===== config.mk =====
export PLATFORM = sky130hd
export DESIGN_NAME = axis_frame_receiver
export DESIGN_NICKNAME = d
export VERILOG_FILES = /design/src/rtl/axis_frame_receiver.sv
export SDC_FILE = /design/constraint.sdc
export NUM_CORES = 1
export LEC_CHECK = 0
export CORE_AREA = 2 2 110 112
export CTS_BUF_LIST = sky130_fd_sc_hd__clkbuf_2
export CTS_CLUSTER_SIZE = 24
export DETAILED_ROUTE_END_ITERATION = 16
export DIE_AREA = 0 0 112 114
export PLACE_DENSITY_LB_ADDON = 0.25
export SLEW_MARGIN = 20
export SYNTH_ARGS = -nofsm -noshare
export SYNTH_HDL_FRONTEND = slang
export SYNTH_SLANG_ARGS = --single-unit

===== constraint.sdc =====
create_clock -name clk_i -period 3.3 [get_ports clk_i]
set_input_delay 0.495 -clock clk_i [delete_from_list [all_inputs] [get_ports clk_i]]
set_output_delay 0.495 -clock clk_i [all_outputs]
set_load 0.01 [all_outputs]

===== src/rtl/axis_frame_receiver.sv =====
// AXI4-Stream video frame receiver.
// Consumes a SOF/EOF framed pixel stream, recovers the (x, y) coordinate of
// every accepted pixel, checks frame geometry against H_RES x V_RES and
// reports completed frames plus sync and length errors.
//
// H_RES and V_RES must both be at least 2 so that the first and last pixel of
// a frame are distinct positions.

module axis_frame_receiver #(
  parameter int unsigned H_RES      = 1024,
  parameter int unsigned V_RES      = 768,
  parameter int unsigned DATA_WIDTH = 16,
  parameter int unsigned USER_WIDTH = 1,
  parameter int unsigned X_WIDTH    = $clog2(H_RES),
  parameter int unsigned Y_WIDTH    = $clog2(V_RES),
  parameter int unsigned CNT_WIDTH  = 16
) (
  input  logic                  clk_i,
  input  logic                  rst_ni,

  // AXI4-Stream slave; TKEEP, TID and TDEST carry nothing this block needs
  input  logic                  s_axis_tvalid,
  output logic                  s_axis_tready,
  input  logic [DATA_WIDTH-1:0] s_axis_tdata,
  input  logic [USER_WIDTH-1:0] s_axis_tuser,
  input  logic                  s_axis_tlast,

  input  logic                  ready_i,

  output logic                  pix_valid_o,
  output logic [X_WIDTH-1:0]    pix_x_o,
  output logic [Y_WIDTH-1:0]    pix_y_o,
  output logic [DATA_WIDTH-1:0] pix_data_o,
  output logic                  frame_done_o,
  output logic                  err_sync_o,
  output logic                  err_len_o,
  output logic                  locked_o,
  output logic [CNT_WIDTH-1:0]  frame_cnt_o,
  output logic [CNT_WIDTH-1:0]  err_cnt_o
);

  localparam logic [X_WIDTH-1:0] XLast = X_WIDTH'(H_RES - 1);
  localparam logic [Y_WIDTH-1:0] YLast = Y_WIDTH'(V_RES - 1);

  typedef enum logic [0:0] {
    StHunt,
    StLocked
  } state_e;

  state_e                state_q, state_d;
  logic [X_WIDTH-1:0]    ex_q, ex_d;
  logic [Y_WIDTH-1:0]    ey_q, ey_d;

  logic                  pix_valid_q;
  logic [X_WIDTH-1:0]    pix_x_q;
  logic [Y_WIDTH-1:0]    pix_y_q;
  logic [DATA_WIDTH-1:0] pix_data_q;
  logic                  frame_done_q;
  logic                  err_sync_q;
  logic                  err_len_q;
  logic [CNT_WIDTH-1:0]  frame_cnt_q;
  logic [CNT_WIDTH-1:0]  err_cnt_q;

  logic                  beat;
  logic                  sof;
  logic                  at_origin;
  logic [X_WIDTH-1:0]    eff_x;
  logic [Y_WIDTH-1:0]    eff_y;
  logic                  is_last;
  logic                  process;
  logic                  sync_err;
  logic                  len_err;
  logic                  done;
  logic                  err_any;

  // Only TUSER[0] (SOF) has meaning; the upper bits are tied off here.
  logic unused_tuser;
  assign unused_tuser = ^s_axis_tuser;

  // No back-pressure of our own: the stream is accepted whenever downstream is.
  assign s_axis_tready = ready_i;

  // Classify the current beat and work out the next expected position and state.
  always_comb begin
    beat      = s_axis_tvalid & ready_i;
    sof       = s_axis_tuser[0];
    at_origin = (ex_q == '0) && (ey_q == '0);

    // SOF always pins the beat to the frame origin, which is what resyncs us.
    eff_x   = sof ? '0 : ex_q;
    eff_y   = sof ? '0 : ey_q;
    is_last = (eff_x == XLast) && (eff_y == YLast);

    process  = 1'b0;
    sync_err = 1'b0;
    len_err  = 1'b0;
    done     = 1'b0;
    state_d  = state_q;
    ex_d     = ex_q;
    ey_d     = ey_q;

    if (beat) begin
      case (state_q)
        StHunt: begin
          process = sof;
        end
        StLocked: begin
          if (sof) begin
            process  = 1'b1;
            sync_err = !at_origin;
          end else if (at_origin) begin
            // A new frame must open with SOF; drop the beat and go looking.
            sync_err = 1'b1;
            state_d  = StHunt;
          end else begin
            process = 1'b1;
          end
        end
        default: begin
          state_d = StHunt;
        end
      endcase
    end

    if (process) begin
      if (s_axis_tlast && is_last) begin
        done    = 1'b1;
        state_d = StLocked;
        ex_d    = '0;
        ey_d    = '0;
      end else if (s_axis_tlast || is_last) begin
        // Early EOF or missing EOF: geometry is untrustworthy, rehunt.
        len_err = 1'b1;
        state_d = StHunt;
        ex_d    = '0;
        ey_d    = '0;
      end else begin
        state_d = StLocked;
        if (eff_x == XLast) begin
          ex_d = '0;
          ey_d = eff_y + 1'b1;
        end else begin
          ex_d = eff_x + 1'b1;
          ey_d = eff_y;
        end
      end
    end

    // A resync beat that also ends early still counts as one erroneous beat.
    err_any = sync_err | len_err;
  end

  // Frame tracking state, registered pixel/event outputs and counters.
  always_ff @(posedge clk_i or negedge rst_ni) begin
    if (!rst_ni) begin
      state_q      <= StHunt;
      ex_q         <= '0;
      ey_q         <= '0;
      pix_valid_q  <= 1'b0;
      pix_x_q      <= '0;
      pix_y_q      <= '0;
      pix_data_q   <= '0;
      frame_done_q <= 1'b0;
      err_sync_q   <= 1'b0;
      err_len_q    <= 1'b0;
      frame_cnt_q  <= '0;
      err_cnt_q    <= '0;
    end else begin
      state_q      <= state_d;
      ex_q         <= ex_d;
      ey_q         <= ey_d;
      pix_valid_q  <= process;
      frame_done_q <= done;
      err_sync_q   <= sync_err;
      err_len_q    <= len_err;
      // Pixel fields hold their last value between strobes.
      if (process) begin
        pix_x_q    <= eff_x;
        pix_y_q    <= eff_y;
        pix_data_q <= s_axis_tdata;
      end
      if (done) begin
        frame_cnt_q <= frame_cnt_q + 1'b1;
      end
      if (err_any && (err_cnt_q != '1)) begin
        err_cnt_q <= err_cnt_q + 1'b1;
      end
    end
  end

  assign pix_valid_o  = pix_valid_q;
  assign pix_x_o      = pix_x_q;
  assign pix_y_o      = pix_y_q;
  assign pix_data_o   = pix_data_q;
  assign frame_done_o = frame_done_q;
  assign err_sync_o   = err_sync_q;
  assign err_len_o    = err_len_q;
  assign locked_o     = (state_q == StLocked);
  assign frame_cnt_o  = frame_cnt_q;
  assign err_cnt_o    = err_cnt_q;

endmodule


==> flow_metrics.py, run 1 <==
metrics = {
    "routing": {
        "post_route_drc": 0,
        "num_vias": 3640,
        "antenna_violating_nets_post_route": 0,
        "detailedRoute.firstIterationViolations": 214,
        "wl_per_cell_um": 14.93,
        "aggregate_routed_wire_length_um": 10720,
        "via_density": 5.070,
        "detailedRoute.firstPassIterationCount": 4,
    },
    "power_and_ir_drop": {
        "power_leakage_nw": 2.727,
        "power_density_nw_per_um2": 430.1,
        "irDropWorstVdd_mv": 0.2846,
    },
    "synthesis": {
        "synth_seq_cells": 93,
        "ys.warnings.count": 0,
        "synthesis.area_per_instance_um2": 9.940,
        "synth_cells": 434,
        "mapped_nets": 463,
        "share_of_async_settable_or_async_resettable_flops_after_synthesis_pct": 100.0,
        "count_leader_synth": "sky130_fd_sc_hd__nand2_1",
        "synthTopCellsByArea": "sky130_fd_sc_hd__dfrtp_1 54%, sky130_fd_sc_hd__nand2_1 9.6%, sky130_fd_sc_hd__xnor2_1 3.9%, sky130_fd_sc_hd__nand4_1 2.8%, sky130_fd_sc_hd__nand3_1 2.6%",
        "yosys.area.top_type_share_pct": 53.94,
        "syn_area_um2": 4314,
        "synth_enable_flop_cells": 0,
        "post_synthesis_cell_type_with_the_largest_combined_area": "sky130_fd_sc_hd__dfrtp_1",
        "synth.yosys.seq_area_share_pct": 53.94,
        "ys_types": 51,
        "synth_top_flop_cell": "sky130_fd_sc_hd__dfrtp_1",
        "netlist_top_cells_count": "110 x sky130_fd_sc_hd__nand2_1, 93 x sky130_fd_sc_hd__dfrtp_1, 22 x sky130_fd_sc_hd__nand3_1, 22 x sky130_fd_sc_hd__o21ai_0",
    },
    "setup_path": {
        "timing.critical_path.arrival_ns": 3.35,
        "critPathMaxFanout": 4,
        "worstPathRequired_ns": 3.81,
        "timing_worst_setup_path_type": "flip-flop to flip-flop",
        "end_kind": "flip-flop",
        "worst_setup_path_start_kind": "flip-flop",
    },
    "grt": {
        "largest_net_degree_at_the_start_of_global_routing": 55,
        "grt_use_total_pct": 17.84,
        "remaining_global_route_overflow": 0,
        "grt_pass1_wl_um": 18110,
        "first_global_vias": 3587,
        "number_of_antenna_violations_at_the_first_check_in_global_routing": 0,
    },
    "sta": {
        "fmax_mhz": 351.5,
        "fin_worst_hold_slack_ns": 0.4076,
        "setup_tns_ns": 0,
        "finalCriticalPeriod_ns": 2.845,
        "setup_viol": 0,
        "timing.final.crit_share_pct": 86.21,
        "hold_fails_final_rpt": 0,
        "unrepaired_setup_endpoints_after_global_routing": "no",
        "skew_ns": 0.02697,
        "worst_slew_pin_slew_ns": 0.6728,
        "relative_slew_slack_pct": 55.15,
        "slew_violations": 0,
    },
    "final_layout": {
        "area.sequential_um2": 2327,
        "synth_to_layout_area_growth_pct": 35.38,
        "post_route_cells_drive_above_1_share_pct": 12.61,
        "finalCoreUtilization_pct": 49.87,
        "num_antenna_cells": 0,
        "nets": 595,
        "nFillCells": 1133,
        "multi_input_area_um2": 1891,
    },
    "clock_network": {
        "worst_skew_pair.late_latency_ns": 0.58,
        "clock_path_buffers": 2,
        "htreeDepth": 3,
        "numCtsBuffers": 9,
        "cts_repair_resize_count": 0,
        "clk_transition_reported_paths_ns": 0.25,
        "clock_tree.root_cell": "sky130_fd_sc_hd__clkbuf_2",
        "cts_num_sinks": 93,
        "cts_tree": "built",
    },
    "floorplan": {
        "boundaryPins": 96,
        "floorplan.core_area_um2": 11710,
        "floorplan.die.width_um": 112,
        "std_cell_rows": 40,
        "starting_density_of_the_core_pct": 36.84,
        "die_height_um": 114,
        "die-area_um2": 12770,
    },
    "placement": {
        "io_buffers": 95,
        "place.detailed.hpwl_um": 7714,
        "finalWeightedCongestion": 0.8620,
    },
    "worst_hold_path": {
        "worst_hold_path_type": "input port to flip-flop",
    },
    "run": {
        "drv.max_cap_violation_count": 0,
    },
    "outcome": {
        "run_status": "finished, final reports clean",
    },
}
## where the power goes
group          total [W]  internal, W  switching [W]
combinational   0.000531     0.000282       0.000249
sequential       0.00135      0.00124       0.000104
clock           0.000634     0.000248       0.000386
total            0.00251      0.00177       0.000740
## sequential cells by signal, indices dropped and copies added, names as in the netlist
name          count
ey_q             10
err_sync_o        1
pix_y_o          10
pix_data_o       16
pix_x_o          10
err_cnt_o        16
frame_done_o      1
err_len_o         1
frame_cnt_o      16
pix_valid_o       1
locked_o          1
ex_q             10
## cell usage in the layout (no fill, tap or decap), types with 3 or more instances in the layout
master | Yosys | layout
sky130_fd_sc_hd__nor3_1 | 5 | 5
sky130_fd_sc_hd__nand4_1 | 19 | 19
sky130_fd_sc_hd__clkdlybuf4s50_1 | 0 | 94
sky130_fd_sc_hd__nor2_1 | 18 | 18
sky130_fd_sc_hd__inv_1 | 11 | 11
sky130_fd_sc_hd__nor2b_1 | 8 | 8
sky130_fd_sc_hd__a22o_1 | 5 | 5
sky130_fd_sc_hd__nor4_1 | 7 | 7
sky130_fd_sc_hd__xnor2_1 | 19 | 19
sky130_fd_sc_hd__nand2_1 | 110 | 110
sky130_fd_sc_hd__dfrtp_1 | 93 | 93
sky130_fd_sc_hd__o21ai_0 | 22 | 22
sky130_fd_sc_hd__o31ai_1 | 5 | 5
sky130_fd_sc_hd__and4_1 | 5 | 5
sky130_fd_sc_hd__clkinv_2 | 0 | 4
sky130_fd_sc_hd__ha_1 | 7 | 7
sky130_fd_sc_hd__a21oi_1 | 3 | 3
sky130_fd_sc_hd__and3_1 | 7 | 7
sky130_fd_sc_hd__or4_1 | 4 | 4
sky130_fd_sc_hd__clkbuf_2 | 0 | 9
sky130_fd_sc_hd__xor2_1 | 12 | 12
sky130_fd_sc_hd__nand3_1 | 22 | 21
sky130_fd_sc_hd__buf_4 | 1 | 39
sky130_fd_sc_hd__mux2_2 | 4 | 4
## through the flow
step	total power, W	area (um2)	setup WS, ns	std cells
2_1_floorplan	0.001575	4314	0.2123	434
3_3_place_gp	0.001892	5697	-0.08086	701
3_5_place_dp	0.001904	5697	-0.1358	701
4_1_cts	0.002552	5841	0.4257	718
5_1_grt	0.002671	5841	0.1276	718
6_report	0.002512	5841	0.4549	718
## worst paths after layout
path	startpoint	end	slack [ns]	cells after the start
max	ex_q[1]$_DFFE_PN0P_	err_cnt_o[14]$_DFFE_PN0P_	0.45	13
min	s_axis_tdata[5]	pix_data_o[5]$_DFFE_PN0P_	0.41	3
max reg2reg	ex_q[1]$_DFFE_PN0P_	err_cnt_o[14]$_DFFE_PN0P_	0.45	13
min reg2reg	frame_cnt_o[15]$_DFFE_PN0P_	frame_cnt_o[15]$_DFFE_PN0P_	0.50	1
max in group asynchronous	rst_ni	frame_cnt_o[13]$_DFFE_PN0P_	2.09	3
min in group asynchronous	rst_ni	ey_q[8]$_DFFE_PN0P_	0.45	2
## kinds of logic (layout without fill, tap and decap cells)
kind of cell,after synthesis,count (layout),synth area share (%)
mux,4,4,1.044
flops,93,93,53.94
compound gates,50,50,7.947
simple gates,224,224,26.39
xor+xnor,31,31,6.293
buf+inv,25,162,2.349
fa+ha+maj,7,7,2.030
## timing repair
action,in CTS,in global routing
hold buffers,1,0
endpoints found under the hold margin,50,0
buffers inserted,0,0
## layout make-up
cell class	count	share of cell area [%]
flip-flops and latches	93	39.85
inverters	11	0.7069
clock buffers	9	0.7712
clock inverters	7	1.521
well taps	147	3.149
repair buffers	135	21.64
multi-input cells	316	32.37
## critical path: stages, from the launching register on
cell	delay [ns]
sky130_fd_sc_hd__dfrtp_1	0.45
sky130_fd_sc_hd__nor2b_1	0.19
sky130_fd_sc_hd__ha_1	0.24
sky130_fd_sc_hd__nand3_4	0.10
sky130_fd_sc_hd__nor3_4	0.26
sky130_fd_sc_hd__nand3_4	0.09
sky130_fd_sc_hd__nor2_1	0.14
sky130_fd_sc_hd__and3b_1	0.18
sky130_fd_sc_hd__ha_1	0.17
sky130_fd_sc_hd__a41oi_1	0.19
sky130_fd_sc_hd__nor4_1	0.35
sky130_fd_sc_hd__buf_4	0.17
sky130_fd_sc_hd__nand4_1	0.11
sky130_fd_sc_hd__xnor2_1	0.14
## per-layer routing
metal	track usage, %	share of wire [%]	vias to the layer above
li1	-	-	1771
met1	23.84	45	1753
met5	0	0	-
met2	27.92	47	105
met4	4.959	1.3	0
met3	6.111	6.2	11
Power figures use the tool's default switching activity.
==> inputs of run 2 (changes only) <==
Settings changed: CELL_PAD_IN_SITES_DETAIL_PLACEMENT from default to 1, CELL_PAD_IN_SITES_GLOBAL_PLACEMENT from default to 2, CORE_AREA 2 2 110 112 to 2 2 115 117, DIE_AREA 0 0 112 114 to 0 0 117 119.
Clock period 3.3 ns to 3.35 ns, I/O delays scaled along.
==> run 2 against run 1 <==
First-iteration DRC count is 47% lower. Clock skew rose by 0.0053 ns. Die area rose by 9.0%. Register-to-register slack barely moved. Hold slack got worse by 0.040 ns. Sequential share of layout area increased by 0.14 points. Sequential power barely moved. Non-clock buffer count decreased by 5. Critical path type unchanged. Combinational power about the same. Routed wire length increased by 15%. Worst setup slack improved by 0.0058 ns.
==> flow_metrics.py, run 2 (synthesis gave the netlist of run 1 again) <==
metrics = {
    "setup_path": {
        "ff2ff_setup_slack_ns": 0.46,
        "worst-r2r-cell-count": 12,
        "timing.critical_path.arrival_ns": 3.44,
        "worst_setup_path_start_kind": "flip-flop",
        "critPathMaxFanout": 5,
        "end_kind": "flip-flop",
        "timing_worst_setup_path_type": "flip-flop to flip-flop",
        "r2r-start": "ex_q[1]$_DFFE_PN0P_",
        "rr_endpoint": "frame_cnt_o[15]$_DFFE_PN0P_",
        "worstPathRequired_ns": 3.90,
    },
    "floorplan": {
        "starting_density_of_the_core_pct": 33.51,
        "boundaryPins": 96,
        "die_height_um": 119,
        "floorplan.core_area_um2": 12870,
        "die-area_um2": 13920,
        "floorplan.die.width_um": 117,
        "std_cell_rows": 42,
    },
    "clock_network": {
        "numCtsBuffers": 9,
        "clock_tree.root_cell": "sky130_fd_sc_hd__clkbuf_2",
        "clock_path_buffers": 2,
        "cts_repair_resize_count": 0,
        "cts_num_sinks": 93,
        "clk_transition_reported_paths_ns": 0.26,
        "cts_tree": "built",
        "htreeDepth": 3,
        "worst_skew_pair.late_latency_ns": 0.62,
    },
    "sta": {
        "fin_ws_ns": 0.4607,
        "hold_fails_final_rpt": 0,
        "skew_ns": 0.03225,
        "finalCriticalPeriod_ns": 2.889,
        "slew_violations": 0,
        "unrepaired_setup_endpoints_after_global_routing": "no",
        "setup_viol": 0,
        "relative_slew_slack_pct": 64.25,
        "setup_tns_ns": 0,
        "fmax_mhz": 346.1,
        "worst_slew_pin_slew_ns": 0.5363,
        "timing.final.crit_share_pct": 86.25,
    },
    "power_and_ir_drop": {
        "pnr_total_power_w": 0.002444,
        "power_switching_w": 0.0007637,
        "intPower_w": 0.001680,
        "power_leakage_nw": 2.689,
        "power.share.clock_pct": 23.9,
        "power.share.combinational_pct": 21.7,
        "irDropWorstVdd_mv": 0.2144,
        "power_density_nw_per_um2": 419.8,
        "swShare_pct": 31.25,
        "power.sequential.fraction_pct": 54.4,
    },
    "final_layout": {
        "stdcell_count": 742,
        "layout_common_cells": "110 x sky130_fd_sc_hd__nand2_1, 94 x sky130_fd_sc_hd__clkdlybuf4s50_1, 93 x sky130_fd_sc_hd__dfrtp_1",
        "nFillCells": 1504,
        "num_antenna_cells": 0,
        "nets": 590,
        "synth_to_layout_area_growth_pct": 34.92,
        "design_area_um2": 5821,
        "post_route_cells_drive_above_1_share_pct": 11.84,
        "most_common_cell_after_layout_fill_and_taps_aside": "sky130_fd_sc_hd__nand2_1",
    },
    "placement": {
        "place.detailed.hpwl_um": 9046,
        "finalWeightedCongestion": 0.8286,
        "placed_area_um2": 5695,
        "place_inst": 725,
        "place_worst_setup_slack_ns": -0.1747,
        "io_buffers": 95,
    },
    "routing": {
        "antenna_violating_nets_post_route": 0,
        "detailedRoute.firstIterationViolations": 113,
        "via_density": 4.933,
        "aggregate_routed_wire_length_um": 12310,
        "post_route_drc": 0,
        "detailedRoute.firstPassIterationCount": 4,
        "num_vias": 3660,
        "wl_per_cell_um": 16.59,
    },
    "grt": {
        "remaining_global_route_overflow": 0,
        "largest_net_degree_at_the_start_of_global_routing": 66,
        "grt_use_total_pct": 19.01,
        "number_of_antenna_violations_at_the_first_check_in_global_routing": 0,
        "first_global_vias": 3971,
        "grt_pass1_wl_um": 20520,
    },
    "worst_hold_path": {
        "worst_hold_path_type": "input port to async pin",
    },
    "run": {
        "drv.max_cap_violation_count": 0,
    },
    "outcome": {
        "run_status": "finished, final reports clean",
    },
}
## run 2: changes by cell type in the layout (fill, tap and decap cells not counted), sizes merged
| cell | delta |
|---|---|
| buf | -5 |
| bufinv | -1 |
| clkbuf | +2 |
| clkinvlp | +1 |
| clkinv | -2 |
## run 2: final cells by class
class                           instances  area (um2)  area share [%]
Sequential cell                        93        2327           39.98
Inverter                               11       41.29          0.7094
Clock inverter                          5       60.06           1.032
Timing Repair Buffer                  130        1226           21.07
Tap cell                              176       220.2           3.783
Clock buffer                           11       55.05          0.9458
Multi-Input combinational cell        316        1891           32.48
## run 2: worst max-delay path, stage by stage (launching register included)
cell and delay (ns):
sky130_fd_sc_hd__dfrtp_1 0.45, sky130_fd_sc_hd__nor2b_1 0.21, sky130_fd_sc_hd__ha_1 0.24, sky130_fd_sc_hd__nand3_4 0.10
sky130_fd_sc_hd__nor3_4 0.25, sky130_fd_sc_hd__nand3_4 0.09, sky130_fd_sc_hd__nor2_1 0.15, sky130_fd_sc_hd__and3b_1 0.18
sky130_fd_sc_hd__ha_1 0.18, sky130_fd_sc_hd__and4_1 0.30, sky130_fd_sc_hd__nand4_1 0.27, sky130_fd_sc_hd__nor3_1 0.27
sky130_fd_sc_hd__xor2_1 0.16
## run 2: per-stage QoR
step	util [%]	hold slack [ns]
3_3_place_gp	44.24	0.4562
5_1_grt	45.21	0.3389
3_5_place_dp	44.24	0.4624
2_1_floorplan	-	0.2069
4_1_cts	45.21	0.3195
6_report	45.21	0.3678
## run 2: worst max-delay path by stage
stage | from | cells past startpoint | slack (ns) | to
after floorplan | s_axis_tuser | 15 | 0.25 | err_cnt_o[13]$_DFFE_PN0P_
after global placement | s_axis_tuser | 15 | -0.03 | frame_cnt_o[15]$_DFFE_PN0P_
after detailed placement | s_axis_tuser | 16 | -0.17 | err_cnt_o[14]$_DFFE_PN0P_
after global routing | ex_q[1]$_DFFE_PN0P_ | 13 | 0.16 | err_cnt_o[14]$_DFFE_PN0P_
after CTS | ex_q[1]$_DFFE_PN0P_ | 12 | 0.39 | frame_cnt_o[15]$_DFFE_PN0P_
final | ex_q[1]$_DFFE_PN0P_ | 12 | 0.46 | frame_cnt_o[15]$_DFFE_PN0P_
## run 2: power groups by stage
stage / clock (W) / sequential, W / combinational (W)
finish: 0.000583 / 0.00133 / 0.000531
global route: 0.000649 / 0.00135 / 0.000586
CTS: 0.000612 / 0.00133 / 0.000543
detailed placement: 0 / 0.00135 / 0.000540
global placement: 0 / 0.00134 / 0.000528
floorplan: 0 / 0.00137 / 0.000183
## run 2: layer usage
layer / track usage [%] / share of wire (%) / vias to the layer above
met5: 0 / 0 / -
met4: 7.353 / 1.7 / 0
met3: 3.664 / 3.5 / 13
met2: 31.36 / 50 / 74
met1: 24.44 / 45 / 1814
li1: - / - / 1759
## run 2: repair_timing
| action | 4_1_cts | 5_1_grt |
|---|---|---|
| endpoints found under the setup margin | 0 | 0 |
| setup buffers | 0 | 0 |
| hold buffers | 1 | 0 |
| endpoints found under the hold margin | 39 | 0 |
